`src/rtl/sr_reg_bank.sv`:
```
// Bank of WIDTH clocked SR cells with selectable S=R=1 resolution and sticky conflict flags.
// Optional saturating conflict-cycle counter compiled in with SR_REG_BANK_CONFLICT_CNT_EN.
module sr_reg_bank #(
   parameter int unsigned      WIDTH   = 8,
   parameter int unsigned      MODE    = 0,
   parameter logic [WIDTH-1:0] RST_VAL = '0,
   parameter int unsigned      CNT_W   = 8
) (
   input  logic             clk,
   input  logic             rst,
   input  logic             en,
   input  logic [WIDTH-1:0] S,
   input  logic [WIDTH-1:0] R,
   input  logic             conflict_clr,
   output logic [WIDTH-1:0] Q,
   output logic [WIDTH-1:0] QB,
`ifdef SR_REG_BANK_CONFLICT_CNT_EN
   output logic [CNT_W-1:0] conflict_cnt,
`endif
   output logic [WIDTH-1:0] conflict
);

   if (WIDTH < 1) begin : g_bad_width
      $error("sr_reg_bank: WIDTH must be at least 1");
   end
   if (MODE > 3) begin : g_bad_mode
      $error("sr_reg_bank: MODE must be 0..3");
   end
   if (CNT_W < 1) begin : g_bad_cnt_w
      $error("sr_reg_bank: CNT_W must be at least 1");
   end

   logic [WIDTH-1:0] both;
   logic [WIDTH-1:0] base;
   logic [WIDTH-1:0] both_val;
   logic [WIDTH-1:0] q_next;
   logic [WIDTH-1:0] conflict_next;

   // Non-conflicting channels follow plain set/clear; conflicting ones take the MODE resolution.
   always_comb begin
      both     = S & R;
      base     = (Q | S) & ~R;
      both_val = Q;
      case (MODE)
         1:       both_val = '1;
         2:       both_val = '0;
         3:       both_val = ~Q;
         default: both_val = Q;
      endcase
      q_next        = (base & ~both) | (both_val & both);
      conflict_next = (conflict & ~{WIDTH{conflict_clr}}) | (both & {WIDTH{en}});
   end

   always_ff @(posedge clk) begin
      if (rst) begin
         Q        <= RST_VAL;
         conflict <= '0;
      end else begin
         if (en) begin
            Q <= q_next;
         end
         conflict <= conflict_next;
      end
   end

   assign QB = ~Q;

`ifdef SR_REG_BANK_CONFLICT_CNT_EN
   localparam logic [CNT_W-1:0] CNT_MAX = '1;

   logic hit;
   assign hit = en & (|both);

   // Counts conflict cycles, not conflicting channels; a clear that meets a new conflict lands on 1.
   always_ff @(posedge clk) begin
      if (rst) begin
         conflict_cnt <= '0;
      end else if (conflict_clr) begin
         conflict_cnt <= CNT_W'(hit);
      end else if (hit && (conflict_cnt != CNT_MAX)) begin
         conflict_cnt <= conflict_cnt + CNT_W'(1);
      end
   end
`endif

endmodule
```
`config.mk`:
```
export PLATFORM = sky130hd
export DESIGN_NAME = sr_reg_bank
export DESIGN_NICKNAME = d
export VERILOG_FILES = /design/src/rtl/sr_reg_bank.sv
export SDC_FILE = /design/constraint.sdc
export NUM_CORES = 1
export LEC_CHECK = 0
export ABC_AREA = 1
export CAP_MARGIN = 10
export CORE_MARGIN = 3
export CORE_UTILIZATION = 35
export DETAILED_ROUTE_END_ITERATION = 10
export HOLD_SLACK_MARGIN = 0.08
export PLACE_DENSITY_LB_ADDON = 0.1
export SYNTH_ARGS = -nofsm -noshare
export SYNTH_HDL_FRONTEND = slang
export SYNTH_SLANG_ARGS = --single-unit
```
`constraint.sdc`:
```
create_clock -name clk -period 0.8 [get_ports clk]
set_input_delay 0.12 -clock clk [delete_from_list [all_inputs] [get_ports clk]]
set_output_delay 0.12 -clock clk [all_outputs]
set_load 0.005 [all_outputs]
```
Word level (Yosys, flattened, before mapping)
Cells that the tools add are included.
Widths: inputs -> output; s select.

storage, ports and cells
  bits in registers = 16
  bits in latches = 0
  memory bits (writable) = 0
  ROM bits = 0
  bits of input ports = 20
  output and inout bits = 24
  logic and storage cells = 15
  memories kept = 0

operators by class
  add/sub/neg operators = 0
  $mul = 0
  divide/modulo/power cells = 0
  order comparisons = 0
  equality and inequality tests = 0
  shift-type cells = 0
  mux-type cells = 0
  bitwise operators = 13
  reductions and logical operators = 0

operators by type and width
  cell         number
  $and 8x8->8  6
  $not 8->8    4
  $or 8x8->8   3

Logic depth before layout (Yosys ltp)
  depth after elaboration = 4
  mapped depth = 5
  depth with buffers taken out = 5

Worst setup path before layout
OpenSTA, ideal clock, no wires.

  path kind = register to register
  from = reg with a tool-made name
  to = reg with a tool-made name
  library setup time = 64 ps
  arrival = 566 ps
  required time = 736 ps
  path slack = 171 ps
  cell stages (with the launch flop) = 5
  path buffers = 0
  period minus slack after synthesis = 629 ps
  cells stage by stage = dfxtp_1 inv_1 nand2_1 nand2_1 nor2_1

==> flow_summary.toml <==
[worst_setup_path]
critical_path_depth = 3
cp_data_required_time_ns = 0.68
crit_path_start_kind = "flip-flop"
slowest_delay_ns = 0.34
cp_data_arrival_time_ns = 0.87
path_cells = "buf_6 -> inv_4 -> buf_6"
end_kind = "primary output"
crit_fanout = 2
cpLargestDelayFamily = "flip-flops"
crit_buf_inv = 3
cp_slowest_cell = "dfxtp_2"
r2r_cells = 4
endpoint = "QB[1]"
reg2reg_slack_ns = -0.05
crit_type = "flip-flop to primary output"
cpMostUsedCell = "buf_6"

[run_status]
failed_checks = "negative setup slack"
status = "finished with violations"

[sta]
tightest_slew_ns = 0.1707
post-route-period-util_pct = 123.5
setup_slack_ns = -0.1883
fin_worst_skew_ns = 0
fin_crit_ns = 0.9883
rsz0062_at_grt = "yes"
relSlewSlack_pct = 88.62
hold_viol_final = 0
slew_viol_final = 0
fmax_ghz = 1.012
setup_viol = 28

[detailed_routing]
vias_per_cell = 4.693
vias = 934
wirelength_um = 2422
final_antenna_net_count = 0
avgRoutedWirePerCell_um = 12.17
first_iter_violations = 9
first_pass_iters = 4
drcViolationCount = 0

[floorplan]
die_h_um = 51.30
start_util_pct = 39.05
rows = 15
pin_count = 44
die_area_um2 = 2632
fp.dieW_um = 51.30
coreArea_um2 = 1839

[clock_network]
clock_sinks = 16
cts_buffers = 3
cts_buffer_depth = 2
cts_root_buf = "clkbuf_4"
clkLatencyLatePin_ns = 0.28
cts.clk_slew.worst_paths_ns = 0.09
cts_max_level = 1
tritoncts = "built"

[finish]
final_nets = 195
fin_util_pct = 77.82
mostFrequentLayoutCells = "nand2_1 (33), buf_6 (23), clkdlybuf4s50_1 (18)"
finalNonFillerCells = 199
num_antenna_cells = 0
final_common_cell = "nand2_1"
drive_above_1_share_pct = 48.28
syn_to_final_growth_pct = 99.30
num-fill-cells = 144

[logic_synthesis]
yosysWarnings = 0
synthesis.nets = 129
netlist_instances = 109
avgSynthCellArea_um2 = 6.589
netlist_area_um2 = 718.2
ys_seq_area_share_pct = 44.60
post_synth_num_cell_types = 8
ys_ff_latch = 16

[placement]
dpl_worst_slack_ns = -0.3506
io_buffers = 43
place_congestion = 0.7419
dp_hpwl_um = 1460
dp_cells = 185

[hold_path]
hp-class = "primary input to flip-flop"

[global_routing]
grt_pass1_vias = 917
grt-ovfl-total = 0
track_usage_pct = 19.51
grt_antenna_before_repair = 0
grt_pass1_wl_um = 3781
grt_start_max_net_pins = 13

[power_and_ir_drop]
p_leak_nw = 0.7077
p_per_area_nw_per_um2 = 1289
vdd_drop_max_mv = 0.9022

[run]
cap_viol_max_count = 0
stage by stage:
stage / cell area (um2) / total power, mW / hold slack [ns] / setup TNS, ns
after floorplan: 718.2 / 0.9953 / 0.2517 / 0
after global placement: 1245 / 1.240 / 0.4527 / -8.283
after detailed placement: 1245 / 1.250 / 0.4593 / -8.657
after CTS: 1319 / 1.822 / 0.4241 / -2.492
after global routing: 1431 / 1.967 / 0.4280 / -3.584
final: 1431 / 1.845 / 0.4393 / -2.173
how the worst min path moves through the flow:
| stage | from | cells after the start | slack (ns) | end |
|---|---|---|---|---|
| floorplan | S[7] | 2 | 0.25 | flip-flop |
| global route | S[1] | 3 | 0.43 | conflict[1] |
| detailed placement | conflict[2] | 2 | 0.46 | conflict[2] |
| finish | S[7] | 3 | 0.44 | conflict[7] |
| CTS | S[7] | 3 | 0.42 | conflict[7] |
| global placement | conflict[5] | 2 | 0.45 | conflict[5] |
repair_timing:
action,4_1_cts,5_1_grt
buffers inserted,13,5
pin swaps,12,11
hold buffers,0,0
gates cloned,1,0
gates resized for setup,135,24
endpoints found under the setup margin,32,35
power breakdown:
part,switching [mW],internal [mW]
registers,0.0226,0.834
logic,0.184,0.279
clock network,0.249,0.277
synth_stat cells (all sizes together):
| master | number | area share, % |
|---|---|---|
| a21oi | 16 | 11 |
| buf | 3 | 4.2 |
| dfxtp | 16 | 45 |
| inv | 18 | 9.4 |
| nand2 | 40 | 21 |
| nand3 | 8 | 5.6 |
| nor2 | 8 | 4.2 |
worst register-to-register path, cell delays in order, from the launching register on:
cell	delay [ns]
dfxtp_2	0.33
buf_6	0.11
buf_4	0.13
a21oi_2	0.13
nor2_1	0.05
per-layer routing:
layer | share of wire, % | wire length, um | track usage (%)
met1 | 37 | 907 | 18.75
met2 | 54 | 1303 | 37.34
met3 | 6.9 | 166 | 5.248
met4 | 1.9 | 45 | 10.04
met5 | 0 | 0 | 0
kinds of logic (layout without fill, tap and decap cells):
| group | Yosys count | in the layout | share of synthesized area [%] |
|---|---|---|---|
| simple gates | 56 | 56 | 30.66 |
| buf+inv | 21 | 86 | 13.59 |
| compound gates | 16 | 16 | 11.15 |
| flops | 16 | 16 | 44.60 |
area by class of cell:
type                    count  area, um2  area share, %
inverters                  18      77.57          5.420
clock buffers               4      36.28          2.535
flip-flops and latches     16      340.3          23.78
well taps                  25      31.28          2.185
repair buffers             64      620.6          43.36
multi-input cells          72      325.3          22.73
Note: power is estimated with default switching activity, not from simulation.
